[src/rtl/multicycle_pkg.sv]
// Shared encodings for the multicycle MIPS controller: state codes, opcodes,
// datapath mux selects and the control-strobe bundle.
package multicycle_pkg;

   typedef enum logic [3:0] {
      S_RESET  = 4'd0,
      S_FETCH  = 4'd1,
      S_DECODE = 4'd2,
      S_MEMADR = 4'd3,
      S_MEMRD  = 4'd4,
      S_MEMWB  = 4'd5,
      S_MEMWR  = 4'd6,
      S_REX    = 4'd7,
      S_RWB    = 4'd8,
      S_BEQ    = 4'd9,
      S_JMP    = 4'd10
   } state_t;

   localparam logic [5:0] OP_RTYPE = 6'h00;
   localparam logic [5:0] OP_LW    = 6'h23;
   localparam logic [5:0] OP_SW    = 6'h2B;
   localparam logic [5:0] OP_BEQ   = 6'h04;
   localparam logic [5:0] OP_J     = 6'h02;

   localparam logic [1:0] SRCB_B       = 2'b00;
   localparam logic [1:0] SRCB_FOUR    = 2'b01;
   localparam logic [1:0] SRCB_SEXT    = 2'b10;
   localparam logic [1:0] SRCB_SEXT_SH = 2'b11;

   localparam logic [1:0] ALUOP_ADD   = 2'b00;
   localparam logic [1:0] ALUOP_SUB   = 2'b01;
   localparam logic [1:0] ALUOP_FUNCT = 2'b10;

   localparam logic [1:0] PCSRC_ALU    = 2'b00;
   localparam logic [1:0] PCSRC_ALUOUT = 2'b01;
   localparam logic [1:0] PCSRC_JUMP   = 2'b10;

   typedef struct packed {
      logic       pcwrite;
      logic       pcwritecond;
      logic       iord;
      logic       memread;
      logic       memwrite;
      logic       irwrite;
      logic       memtoreg;
      logic       regdst;
      logic       regwrite;
      logic       alusrca;
      logic [1:0] alusrcb;
      logic [1:0] aluop;
      logic [1:0] pcsource;
      logic       instr_done;
   } ctrl_t;

endpackage

[src/rtl/multicycle_control_if.sv]
// Controller <-> datapath/memory bundle: opcode and memory handshake in,
// datapath control strobes out.
interface multicycle_control_if;
   logic [5:0] opcode;
   logic       mem_ready;
   logic       pcwrite;
   logic       pcwritecond;
   logic       iord;
   logic       memread;
   logic       memwrite;
   logic       irwrite;
   logic       memtoreg;
   logic       regdst;
   logic       regwrite;
   logic       alusrca;
   logic [1:0] alusrcb;
   logic [1:0] aluop;
   logic [1:0] pcsource;

   modport master (
      input  opcode, mem_ready,
      output pcwrite, pcwritecond, iord, memread, memwrite, irwrite,
             memtoreg, regdst, regwrite, alusrca, alusrcb, aluop, pcsource
   );

   modport slave (
      output opcode, mem_ready,
      input  pcwrite, pcwritecond, iord, memread, memwrite, irwrite,
             memtoreg, regdst, regwrite, alusrca, alusrcb, aluop, pcsource
   );
endinterface

[src/rtl/mc_out_decode.sv]
// Moore output decode for the multicycle controller; mem_ready only gates the
// strobes that complete a memory transfer.
module mc_out_decode
   import multicycle_pkg::*;
(
   input  state_t state,
   input  logic   mem_ready,
   output ctrl_t  ctrl
);

   always_comb begin
      // NOTE: every field defaults to 0 first so no path through the case can infer a latch.
      ctrl = '0;
      unique case (state)
         S_FETCH: begin
            ctrl.memread = 1'b1;
            ctrl.alusrcb = SRCB_FOUR;
            ctrl.irwrite = mem_ready;
            ctrl.pcwrite = mem_ready;
         end
         S_DECODE: ctrl.alusrcb = SRCB_SEXT_SH;
         S_MEMADR: begin
            ctrl.alusrca = 1'b1;
            ctrl.alusrcb = SRCB_SEXT;
         end
         S_MEMRD: begin
            ctrl.memread = 1'b1;
            ctrl.iord    = 1'b1;
         end
         S_MEMWB: begin
            ctrl.regwrite   = 1'b1;
            ctrl.memtoreg   = 1'b1;
            ctrl.instr_done = 1'b1;
         end
         // The store retires only in the cycle memory accepts it.
         S_MEMWR: begin
            ctrl.memwrite   = 1'b1;
            ctrl.iord       = 1'b1;
            ctrl.instr_done = mem_ready;
         end
         S_REX: begin
            ctrl.alusrca = 1'b1;
            ctrl.aluop   = ALUOP_FUNCT;
         end
         S_RWB: begin
            ctrl.regdst     = 1'b1;
            ctrl.regwrite   = 1'b1;
            ctrl.instr_done = 1'b1;
         end
         S_BEQ: begin
            ctrl.alusrca     = 1'b1;
            ctrl.aluop       = ALUOP_SUB;
            ctrl.pcwritecond = 1'b1;
            ctrl.pcsource    = PCSRC_ALUOUT;
            ctrl.instr_done  = 1'b1;
         end
         S_JMP: begin
            ctrl.pcwrite    = 1'b1;
            ctrl.pcsource   = PCSRC_JUMP;
            ctrl.instr_done = 1'b1;
         end
         default: ;
      endcase
   end

endmodule

[src/rtl/multicycle_control.sv]
// Multicycle MIPS sequencer: state register, opcode-driven next-state logic
// and retired-instruction counter.
module multicycle_control
   import multicycle_pkg::*;
#(
   parameter int CNT_W = 16
) (
   input  logic                clk,
   input  logic                reset,
   multicycle_control_if.master bus,
   output logic [3:0]          state,
   output logic                instr_done,
   output logic                illegal_op,
   output logic [CNT_W-1:0]    retired
);

   state_t state_q, state_d;
   ctrl_t  ctrl;

   mc_out_decode u_decode (
      .state     (state_q),
      .mem_ready (bus.mem_ready),
      .ctrl      (ctrl)
   );

   always_comb begin
      state_d    = S_FETCH;
      illegal_op = 1'b0;
      unique case (state_q)
         S_RESET:  state_d = S_FETCH;
         S_FETCH:  state_d = bus.mem_ready ? S_DECODE : S_FETCH;
         S_DECODE: begin
            unique case (bus.opcode)
               OP_RTYPE:     state_d = S_REX;
               OP_LW, OP_SW: state_d = S_MEMADR;
               OP_BEQ:       state_d = S_BEQ;
               OP_J:         state_d = S_JMP;
               default:      illegal_op = 1'b1;
            endcase
         end
         S_MEMADR: state_d = (bus.opcode == OP_LW) ? S_MEMRD : S_MEMWR;
         S_MEMRD:  state_d = bus.mem_ready ? S_MEMWB : S_MEMRD;
         S_MEMWR:  state_d = bus.mem_ready ? S_FETCH : S_MEMWR;
         S_REX:    state_d = S_RWB;
         // MEMWB, RWB, BEQ, JMP and the unused encodings all return to FETCH.
         default:  state_d = S_FETCH;
      endcase
   end

   // NOTE: sequential state uses <= so every register samples pre-edge values.
   always_ff @(posedge clk) begin
      if (reset) begin
         state_q <= S_RESET;
         retired <= '0;
      end else begin
         state_q <= state_d;
         if (ctrl.instr_done) retired <= retired + CNT_W'(1);
      end
   end

   assign state       = state_q;
   assign instr_done  = ctrl.instr_done;

   assign bus.pcwrite     = ctrl.pcwrite;
   assign bus.pcwritecond = ctrl.pcwritecond;
   assign bus.iord        = ctrl.iord;
   assign bus.memread     = ctrl.memread;
   assign bus.memwrite    = ctrl.memwrite;
   assign bus.irwrite     = ctrl.irwrite;
   assign bus.memtoreg    = ctrl.memtoreg;
   assign bus.regdst      = ctrl.regdst;
   assign bus.regwrite    = ctrl.regwrite;
   assign bus.alusrca     = ctrl.alusrca;
   assign bus.alusrcb     = ctrl.alusrcb;
   assign bus.aluop       = ctrl.aluop;
   assign bus.pcsource    = ctrl.pcsource;

endmodule

[src/flat_wrapper.sv]
// flat-port wrapper written by rule: the top's interface ports become plain ports
module multicycle_control_flat import multicycle_pkg::*;
#(
   parameter int CNT_W = 16
)
  (clk, reset, state, instr_done, illegal_op, retired, bus_opcode, bus_mem_ready, bus_pcwrite, bus_pcwritecond, bus_iord, bus_memread, bus_memwrite, bus_irwrite, bus_memtoreg, bus_regdst, bus_regwrite, bus_alusrca, bus_alusrcb, bus_aluop, bus_pcsource);
  multicycle_control_if bus_i ();
  input  logic clk;
  input  logic reset;
  output logic [3:0] state;
  output logic instr_done;
  output logic illegal_op;
  output logic [CNT_W-1:0] retired;
  input wire logic [$bits(bus_i.opcode)-1:0] bus_opcode;
  input wire logic [$bits(bus_i.mem_ready)-1:0] bus_mem_ready;
  output wire logic [$bits(bus_i.pcwrite)-1:0] bus_pcwrite;
  output wire logic [$bits(bus_i.pcwritecond)-1:0] bus_pcwritecond;
  output wire logic [$bits(bus_i.iord)-1:0] bus_iord;
  output wire logic [$bits(bus_i.memread)-1:0] bus_memread;
  output wire logic [$bits(bus_i.memwrite)-1:0] bus_memwrite;
  output wire logic [$bits(bus_i.irwrite)-1:0] bus_irwrite;
  output wire logic [$bits(bus_i.memtoreg)-1:0] bus_memtoreg;
  output wire logic [$bits(bus_i.regdst)-1:0] bus_regdst;
  output wire logic [$bits(bus_i.regwrite)-1:0] bus_regwrite;
  output wire logic [$bits(bus_i.alusrca)-1:0] bus_alusrca;
  output wire logic [$bits(bus_i.alusrcb)-1:0] bus_alusrcb;
  output wire logic [$bits(bus_i.aluop)-1:0] bus_aluop;
  output wire logic [$bits(bus_i.pcsource)-1:0] bus_pcsource;
  assign bus_i.opcode = bus_opcode;
  assign bus_i.mem_ready = bus_mem_ready;
  assign bus_pcwrite = bus_i.pcwrite;
  assign bus_pcwritecond = bus_i.pcwritecond;
  assign bus_iord = bus_i.iord;
  assign bus_memread = bus_i.memread;
  assign bus_memwrite = bus_i.memwrite;
  assign bus_irwrite = bus_i.irwrite;
  assign bus_memtoreg = bus_i.memtoreg;
  assign bus_regdst = bus_i.regdst;
  assign bus_regwrite = bus_i.regwrite;
  assign bus_alusrca = bus_i.alusrca;
  assign bus_alusrcb = bus_i.alusrcb;
  assign bus_aluop = bus_i.aluop;
  assign bus_pcsource = bus_i.pcsource;
  multicycle_control #(.CNT_W(CNT_W)) u_core (.clk(clk), .reset(reset), .bus(bus_i), .state(state), .instr_done(instr_done), .illegal_op(illegal_op), .retired(retired));
endmodule
[config.mk]
export PLATFORM = sky130hd
export DESIGN_NAME = multicycle_control_flat
export DESIGN_NICKNAME = d
export VERILOG_FILES = /design/src/rtl/multicycle_pkg.sv /design/src/rtl/multicycle_control_if.sv /design/src/rtl/mc_out_decode.sv /design/src/rtl/multicycle_control.sv /design/src/flat_wrapper.sv
export SDC_FILE = /design/constraint.sdc
export NUM_CORES = 1
export LEC_CHECK = 0
export CAP_MARGIN = 15
export CELL_PAD_IN_SITES_DETAIL_PLACEMENT = 1
export CELL_PAD_IN_SITES_GLOBAL_PLACEMENT = 1
export CORE_UTILIZATION = 32
export DETAILED_ROUTE_END_ITERATION = 8
export GPL_TIMING_DRIVEN = 0
export PLACE_DENSITY_LB_ADDON = 0.1
export SETUP_SLACK_MARGIN = 0.4
export SYNTH_ARGS = -nofsm -noshare
export SYNTH_HDL_FRONTEND = slang
export SYNTH_SLANG_ARGS = --single-unit
[constraint.sdc]
create_clock -name clk -period 1.7 [get_ports clk]
set_clock_uncertainty 0.05 [all_clocks]
set_input_delay 0.17 -clock clk [delete_from_list [all_inputs] [get_ports clk]]
set_output_delay 0.17 -clock clk [all_outputs]
set_load 0.01 [all_outputs]
==> results of run 1 <==
-- critical path, stage by stage, from the launching register on --
cell and delay (ps):
dfxtp_2 330, buf_8 130, nand2b_4 170, buf_6 130, a2111oi_4 180, buf_2 190
-- final cells by class --
class,instances,area share
plain buffers,12,0.0609
clock buffers,3,0.0166
inverters,2,0.00453
multi-input cells,118,0.415
flip-flops and latches,20,0.170
well taps,48,0.0242
repair buffers,82,0.309
-- cell families (layout without fill, tap and decap cells) --
family | count (synthesis) | in the layout | share of synthesized area
and+or+nand+nor | 67 | 67 | 0.281
AOI/OAI and AO/OA | 32 | 32 | 0.211
DFF | 20 | 20 | 0.310
xor gates and xnor gates | 17 | 17 | 0.115
buffers and inverters | 14 | 99 | 0.0658
adders and majority gates | 1 | 1 | 0.00968
muxes | 1 | 1 | 0.00774
-- metrics by stage --
stage / power [W] / TNS (ps) / setup WS, ps / std cells / area, sq um
after floorplan: 0.000562 / 0 / 304 / 152 / 1350
after global placement: 0.000627 / -2930 / -503 / 246 / 1870
after detailed placement: 0.000631 / -3680 / -540 / 246 / 1870
after CTS: 0.000982 / 0 / 87.9 / 275 / 2270
after global routing: 0.00106 / 0 / 16.3 / 285 / 2490
final: 0.00102 / 0 / 95.5 / 285 / 2490
-- power by group --
group	switching, W	total (W)	internal, W
sequential	0.00000475	0.000472	0.000468
combinational	0.000116	0.000236	0.000120
clock	0.000150	0.000308	0.000157
total	0.000271	0.00102	0.000745
-- flip-flops by register name, indices dropped and copies added (netlist names) --
| register | count |
|---|---|
| u_core.state | 4 |
| u_core.retired | 16 |
-- routing by layer --
metal | wire length [microns] | up-vias | track usage
met2 | 2820 | 42 | 0.433
li1 | - | 716 | -
met3 | 122 | 10 | 0.0226
met5 | 0 | - | 0
met4 | 90 | 0 | 0.0924
met1 | 2260 | 727 | 0.274
-- how the worst min path moves through the flow --
stage,endpoint,slack [ps],cells after the start
3_5_place_dp,u_core.retired[1]$_SDFFE_PP0P_,430,2
3_3_place_gp,u_core.retired[1]$_SDFFE_PP0P_,410,2
5_1_grt,u_core.retired[1]$_SDFFE_PP0P_,490,2
2_1_floorplan,u_core.state[1]$_SDFF_PP0_,190,1
4_1_cts,u_core.retired[1]$_SDFFE_PP0P_,440,2
6_report,u_core.retired[1]$_SDFFE_PP0P_,440,2
-- timing repair --
| item | CTS | global route |
|---|---|---|
| setup endpoints to repair | 58 | 38 |
| pin swaps | 20 | 26 |
| hold endpoints to repair | 0 | 0 |
| cloned | 1 | 0 |
| buffers inserted | 25 | 10 |
| gates resized for setup | 174 | 26 |
-- cells in the final DEF (no fill, tap or decap), drive strengths merged, types with 2 or more instances in the layout --
master and instances:
a21oi 7, xnor2 2, buf 63, dfxtp 20, nand2b 6, clkbuf 8, nor2 28, a2111oi 2
and3 3, and2 2, nand3 2, o211ai 7, o2111ai 5, nand4 2, xor2 15, nor4 2
or2 2, o21ai 5, dlygate4sd2 23, nor3 8, nand2 7
==> reports/summary.txt, run 1 <==
clk sinks -> 20
critical path class -> reg -> out
Synth top cells by count -> 28 x nor2_1, 20 x dfxtp_1, 15 x xor2_1
library cells used by synthesis -> 43
Die Wd -> 65.6 microns
CTS tree -> built
Power Density -> 409 mW/mm^2
vias in the first global route -> 1,537
nets@finish -> 249
post-route ant nets -> 0
CP arrival -> 1380 ps
fin util -> 0.659
cell chosen for the clock root -> clkbuf_8
Hold/Removal Path Class -> reg -> reg
effective utilization at floorplan -> 0.343
Post-synth EDFFs -> 0
count leader, synth -> nor2_1
worst slew margin relative to its limit -> 0.756
leakage -> 1.14 nW
P&R area growth vs syn -> 92.4%
Final Hold Vio Count -> 0
R2R setup slack -> 100 ps
drt pass-1 iters -> 4
Max Freq -> 0.623 GHz
Setup Viol. Count Final -> 0
Syn Std Cell Area -> 0.00129 sq mm
WP data required -> 1480 ps
die area -> 0.00430 sq mm
area of the multi-input gates -> 0.00103 sq mm
Die H -> 65.6 microns
HPWL after DPL -> 2940 microns
most used flip-flop cell after synthesis -> dfxtp_1
hold wc startpoint -> u_core.retired[1]$_SDFFE_PP0P_
DRC Markers -> 0
reg2reg start -> u_core.state[1]$_SDFF_PP0_
largest net degree at the start of global routing -> 11
total gr overflow -> 0
DRT iter0 DRCs -> 66
Core Footprint -> 0.00377 sq mm
I/O Pins -> 47
Synthesis Warnings -> 0
minimum clock period -> 1600 ps
number of clock buffers inserted by TritonCTS -> 3
H-tree levels -> 1
FF/Latch Area -> 423 sq um
# diodes -> 0
Post-Syn Nets -> 162
share of the synthesized area in the top cell type -> 0.310
Synth Instances -> 152
first-pass GRT wire length -> 7650 microns
register bit total from synthesis -> 20
Routed WL -> 5290 microns
Worst Setup EP -> illegal_op
Startpoint Class -> flip-flop
syn avg cell area -> 8.50 sq um
Post-synth ARST share -> 0
DR WL/cell -> 18.6 microns
Slew @ Worst Pin -> 364 ps
Setup crit start -> u_core.state[0]$_SDFF_PP0_
GPL Wtd Cong -> 0.759
status -> finished, final reports clean
Max clock buf depth -> 2
count of pins over their slew limit -> 0
row cnt -> 22
largest cells by area after synthesis -> dfxtp_1 31%, xor2_1 10%, nor2_1 8.1%, o211ai_2 5.8%, o2111ai_1 3.4%
RSZ-0062 raised after global routing -> true
GRT Total Usage -> 0.235
Clock Latency Late Sink -> 250 ps
initial antenna violation count -> 0
Vias -> 1,495
CTS Hold Bufs -> 0
Worst IR Drop VDD -> 0.328 mV
sequential fraction of the synthesis area -> 0.310
filler instances -> 411
vias per cell -> 5.25
Setup crit end kind -> primary output
tightest hold margin -> 438 ps
max cap viols -> 0
Crit Reg-Reg Endpoint -> u_core.retired[3]$_SDFFE_PP0P_
Tcrit/Tclk final -> 0.944
port buffer count -> 46
crit-path max FO -> 7
R2R depth -> 8
cell taking the most area after synthesis -> dfxtp_1
clock slew at reported path FFs -> 70 ps
layout cells sized above 1 -> 0.544
No activity file was read; power rests on OpenSTA's default activity.
==> run 2: changes to the inputs <==
--- a/config.mk
+++ b/config.mk
@@ -13,6 +13,7 @@
 export GPL_TIMING_DRIVEN = 0
 export PLACE_DENSITY_LB_ADDON = 0.1
 export SETUP_SLACK_MARGIN = 0.4
+export SKIP_CTS_REPAIR_TIMING = 1
 export SYNTH_ARGS = -nofsm -noshare
 export SYNTH_HDL_FRONTEND = slang
 export SYNTH_SLANG_ARGS = --single-unit
==> reports/summary.txt, run 2 (synthesis gave the netlist of run 1 again) <==
Die Wd -> 65.6 microns (unchanged)
max cap viols -> 0 (unchanged)
Core Footprint -> 0.00377 sq mm (unchanged)
Routed WL -> 4910 microns (-7.1%)
HPWL after DPL -> 2940 microns (unchanged)
Setup crit end kind -> primary output
Hold/Removal Path Class -> in -> reg
number of clock buffers inserted by TritonCTS -> 3 (unchanged)
CP max stage cell -> dfxtp_2
largest register by flop count -> u_core.retired
clk sinks -> 20 (unchanged)
drt pass-1 iters -> 4 (unchanged)
pre-CTS WS -> -540 ps (unchanged)
Placed Cells -> 246 (unchanged)
row cnt -> 22 (unchanged)
crit-path max FO -> 8 (+1)
Largest register FFs -> 16 (unchanged)
Max clock buf depth -> 2 (unchanged)
FF/Latch Area -> 425 sq um (+0.59%)
I/O Pins -> 47 (unchanged)
Vias -> 1,423 (-4.8%)
total gr overflow -> 0 (unchanged)
leakage -> 1.37 nW (+20%)
Final Hold Vio Count -> 0 (unchanged)
fin util -> 0.627 (-0.0325)
clock slew at reported path FFs -> 70 ps (about the same)
Clock Latency Late Sink -> 250 ps (about the same)
R2R setup slack -> 10 ps (-90 ps)
Final WS setup -> -20.5 ps (-116 ps)
Layout Cells excl Fill -> 273 (-4.2%)
failing checks -> setup timing
area of the multi-input gates -> 0.00100 sq mm (-2.5%)
filler instances -> 420 (+2.2%)
tightest hold margin -> 393 ps (-44.2 ps)
most frequent cells in the layout -> 27 x dlymetal6s2s_1, 21 x nor2_1, 18 x buf_6, 17 x buf_4, 15 x xor2_1
port buffer count -> 46 (unchanged)
Power Density -> 411 mW/mm^2 (+0.65%)
Worst IR Drop VDD -> 0.280 mV (-15%)
vias in the first global route -> 1,348 (-12%)
CP Buf/Inv Count -> 4 (+1)
GPL Wtd Cong -> 0.759 (unchanged)
worst slew margin relative to its limit -> 0.792 (+0.0359)
first-pass GRT wire length -> 6330 microns (-17%)
critical path cell sequence -> buf_6 > nand3b_4 > a21oi_4 > buf_8 > nor2_4 > inv_1 > buf_2
H-tree levels -> 1 (unchanged)
RSZ-0062 raised after global routing -> true
Tcrit/Tclk final -> 1.01 (+0.0682)
most common cell after layout, fill and taps aside -> dlymetal6s2s_1
family with the most delay on the worst path -> buffers and inverters
vias per cell -> 5.21 (-0.63%)
die area -> 0.00430 sq mm (unchanged)
GRT Total Usage -> 0.191 (-0.0435)
post-route ant nets -> 0 (unchanged)
Setup Viol. Count Final -> 1 (+1)
minimum clock period -> 1720 ps (+116 ps)
P&R area growth vs syn -> 82.9%
Slew @ Worst Pin -> 312 ps (-52.6 ps)
largest net degree at the start of global routing -> 11 (unchanged)
DRC Markers -> 0 (unchanged)
nets@finish -> 237 (-4.8%)
initial antenna violation count -> 0 (unchanged)
critical path class -> reg -> out
Die H -> 65.6 microns (unchanged)
status -> finished, violations left
DRT iter0 DRCs -> 86 (+30%)
WP data required -> 1480 ps (about the same)
count of pins over their slew limit -> 0 (unchanged)
cell chosen for the clock root -> clkbuf_8
Max Freq -> 0.581 GHz (-6.7%)
CP max stage delay -> 330 ps (about the same)
CP arrival -> 1500 ps (+120 ps)
# diodes -> 0 (unchanged)
effective utilization at floorplan -> 0.343 (unchanged)
DR WL/cell -> 18.0 microns (-3.0%)
layout cells sized above 1 -> 0.484 (-0.0599)
CTS tree -> built
Power Total -> 0.000972 W (-4.3%)
Startpoint Class -> flip-flop
run 2: cell count changes in the layout (fill, tap and decap cells not counted), moves of 3 or more:
cell | before | now
dlymetal6s2s_1 | 1 | 27
nor2_4 | 8 | 5
dlygate4sd2_1 | 23 | 0
buf_6 | 27 | 18
o21ai_2 | 3 | 0
run 2: final cells by class:
type / count / area share
Multi-Input combinational cell: 118 / 0.425
Timing Repair Buffer: 70 / 0.292
Sequential cell: 20 / 0.180
Buffer: 12 / 0.0551
Tap cell: 48 / 0.0254
Clock buffer: 3 / 0.0175
Inverter: 2 / 0.00476
run 2: worst paths after layout:
check                                 start                              to  cells after the start
max              u_core.state[0]$_SDFF_PP0_                      instr_done                      7
min                           bus_opcode[4]      u_core.state[3]$_SDFF_PP0_                      4
max reg2reg      u_core.state[0]$_SDFF_PP0_  u_core.retired[3]$_SDFFE_PP0P_                      8
min reg2reg  u_core.retired[1]$_SDFFE_PP0P_  u_core.retired[1]$_SDFFE_PP0P_                      2
run 2: power breakdown:
part           leakage, nW  internal (W)  total [W]  switching (W)
clock network       0.0216      0.000157   0.000303       0.000145
registers            0.169      0.000468   0.000471     0.00000351
logic                 1.18     0.0000954   0.000198       0.000103
total                 1.37      0.000720   0.000972       0.000252
run 2: per-stage QoR:
| stage | setup TNS (ps) | cell area (sq um) |
|---|---|---|
| finish | -20.5 | 2360 |
| global route | -153 | 2360 |
| CTS | -4470 | 1910 |
| detailed placement | -3680 | 1870 |
| global placement | -2930 | 1870 |
| floorplan | 0 | 1350 |
run 2: worst register-to-register path: cells and delay by family, from the launching register on:
kind            cells  cell delay, ps
compound gates      2             330
xor+xnor            1             170
buf+inv             3             460
flops               1             330
simple gates        2             240
run 2: layer usage:
metal	track usage	routed length, microns	share of wire	vias to the layer above
li1	-	-	-	688
met1	0.230	2100	0.43	701
met2	0.353	2650	0.54	32
met3	0.0156	131	0.027	2
met4	0.0598	27	0.0055	0
met5	0	0	0	-
==> run 3: changes to the inputs <==
--- a/config.mk
+++ b/config.mk
@@ -8,6 +8,7 @@
 export CAP_MARGIN = 15
 export CELL_PAD_IN_SITES_DETAIL_PLACEMENT = 1
 export CELL_PAD_IN_SITES_GLOBAL_PLACEMENT = 1
+export CORE_MARGIN = 1.5
 export CORE_UTILIZATION = 32
 export DETAILED_ROUTE_END_ITERATION = 8
 export GPL_TIMING_DRIVEN = 0
==> reports/summary.txt, run 3 (synthesis gave the netlist of run 1 again) <==
H-tree levels -> 1 (unchanged)
CTS tree -> built
Power Density -> 416 mW/mm^2 (+1.2%)
layout cells sized above 1 -> 0.511 (+0.0266)
minimum clock period -> 1770 ps (+49.3 ps)
worst slew margin relative to its limit -> 0.798 (+0.00625)
Die Wd -> 66.6 microns (+1.5%)
total gr overflow -> 0 (unchanged)
status -> finished, violations left
DR WL met2 -> 2960 microns (+12%)
Setup crit end kind -> primary output
R2R setup slack -> 50 ps (+40 ps)
most frequent cells in the layout -> 26 x dlymetal6s2s_1, 21 x nor2_1, 17 x buf_4, 15 x xor2_1
sequential share of power -> 0.470 (-0.015)
pre-CTS WS -> -549 ps (-9.68 ps)
Switch Pwr -> 0.000275 W (+9.2%)
total negative slack -> -69.7 ps (-49.3 ps)
GRT Total Usage -> 0.182 (-0.00884)
clk sinks -> 20 (unchanged)
Die H -> 66.6 microns (+1.5%)
number of clock buffers inserted by TritonCTS -> 3 (unchanged)
Worst IR Drop VDD -> 0.406 mV (+45%)
Clock Latency Late Sink -> 270 ps (+20 ps)
cell repeated most along the worst path -> buf_8
CP max stage delay -> 330 ps (about the same)
hold wc startpoint -> u_core.retired[1]$_SDFFE_PP0P_
vias per cell -> 5.35 (+2.7%)
Slew @ Worst Pin -> 300 ps (-11.2 ps)
Vias -> 1,472 (+3.4%)
critical path class -> reg -> out
Hold/Removal Path Class -> reg -> reg
largest net degree at the start of global routing -> 11 (unchanged)
initial antenna violation count -> 0 (unchanged)
WP data required -> 1480 ps (about the same)
HPWL after DPL -> 2890 microns (-1.7%)
post-route ant nets -> 0 (unchanged)
Max Used Layer -> met4
Final Hold Vio Count -> 0 (unchanged)
RSZ-0062 raised after global routing -> true
critical path cell sequence -> buf_8 > nand3b_4 > a21oi_4 > buf_8 > nor2_4 > inv_1 > buf_2
clock power share -> 0.324 (+0.013)
vias in the first global route -> 1,344 (-0.30%)
R2R depth -> 8 (unchanged)
cell chosen for the clock root -> clkbuf_8
Startpoint Class -> flip-flop
Max Freq -> 0.565 GHz (-2.8%)
Final WS setup -> -69.7 ps (-49.3 ps)
Tcrit/Tclk final -> 1.04 (+0.0290)
drt pass-1 iters -> 4 (unchanged)
GPL Wtd Cong -> 0.792 (+4.4%)
M1 wire length -> 2160 microns (+2.6%)
worst hold path depth -> 2 (-2)
Net Sw Frac -> 0.275 (+0.0159)
DRC Markers -> 0 (unchanged)
Setup Viol. Count Final -> 1 (unchanged)
leakage -> 1.38 nW (+1.0%)
Largest register FFs -> 16 (unchanged)
effective utilization at floorplan -> 0.343 (unchanged)
nets@finish -> 239 (+0.84%)
largest register by flop count -> u_core.retired
I/O Pins -> 47 (unchanged)
reg2reg start -> u_core.state[0]$_SDFF_PP0_
most common cell after layout, fill and taps aside -> dlymetal6s2s_1
port buffer count -> 46 (unchanged)
Max clock buf depth -> 2 (unchanged)
CP arrival -> 1550 ps (+50 ps)
filler instances -> 414 (-1.4%)
row cnt -> 22 (unchanged)
fin util -> 0.637 (+0.0103)
met3 WL -> 154 microns (+18%)
crit-path max FO -> 7 (-1)
post-route cell area -> 0.00240 sq mm (+1.6%)
tightest hold margin -> 445 ps (+51.4 ps)
Core Footprint -> 0.00377 sq mm (unchanged)
Crit Reg-Reg Endpoint -> u_core.retired[6]$_SDFFE_PP0P_
CP max stage cell -> dfxtp_2
clock slew at reported path FFs -> 70 ps (about the same)
count of pins over their slew limit -> 0 (unchanged)
P&R area growth vs syn -> 85.9%
Logic pwr share -> 0.206 (+0.002)
area of placed instances -> 0.00187 sq mm (unchanged)
Routed WL -> 5410 microns (+10%)
# diodes -> 0 (unchanged)
failing checks -> setup timing
DRT iter0 DRCs -> 59 (-31%)
first-pass GRT wire length -> 6270 microns (-1.1%)
Int Pwr -> 0.000725 W (+0.68%)
die area -> 0.00443 sq mm (+3.1%)
Endpoint, Worst Hold -> u_core.retired[1]$_SDFFE_PP0P_
max cap viols -> 0 (unchanged)
DR WL/cell -> 19.7 microns (+9.2%)
run 3: final cells by class:
cell class | count | area (sq um) | share of cell area
plain buffers | 12 | 150 | 0.0625
clock buffers | 3 | 41.3 | 0.0172
inverters | 2 | 11.3 | 0.00469
multi-input cells | 118 | 976 | 0.406
flip-flops and latches | 20 | 429 | 0.179
well taps | 48 | 60.1 | 0.0250
repair buffers | 72 | 734 | 0.306
run 3: worst max-delay path: cells and delay by family, from the launching register on:
kind	cells	cell delay, ps
compound gates	1	230
buf+inv	4	510
flops	1	330
simple gates	2	210
run 3: worst max path at each step:
| stage | startpoint | end | slack (ps) | cells past startpoint |
|---|---|---|---|---|
| 5_1_grt | u_core.state[0]$_SDFF_PP0_ | instr_done | -110 | 7 |
| 2_1_floorplan | u_core.state[0]$_SDFF_PP0_ | u_core.retired[13]$_SDFFE_PP0P_ | 300 | 7 |
| 3_3_place_gp | bus_mem_ready | instr_done | -500 | 7 |
| 4_1_cts | u_core.state[1]$_SDFF_PP0_ | instr_done | -570 | 7 |
| 6_report | u_core.state[0]$_SDFF_PP0_ | instr_done | -70 | 7 |
| 3_5_place_dp | bus_mem_ready | instr_done | -550 | 7 |
run 3: power groups by stage:
stage | combinational (W) | sequential (W) | clock [W]
4_1_cts | 0.000145 | 0.000475 | 0.000322
3_5_place_dp | 0.000144 | 0.000486 | 0
3_3_place_gp | 0.000141 | 0.000486 | 0
2_1_floorplan | 0.0000745 | 0.000487 | 0
6_report | 0.000207 | 0.000470 | 0.000324
5_1_grt | 0.000216 | 0.000471 | 0.000338
run 3: stage by stage:
stage	power [W]	cells
2_1_floorplan	0.000562	152
3_3_place_gp	0.000627	246
3_5_place_dp	0.000631	246
4_1_cts	0.000942	249
5_1_grt	0.00102	275
6_report	0.00100	275
run 3: metal layers:
layer / track usage / vias to the layer above
met5: 0 / -
met4: 0.0587 / 0
met3: 0.0186 / 12
met2: 0.325 / 50
met1: 0.228 / 725
li1: - / 685
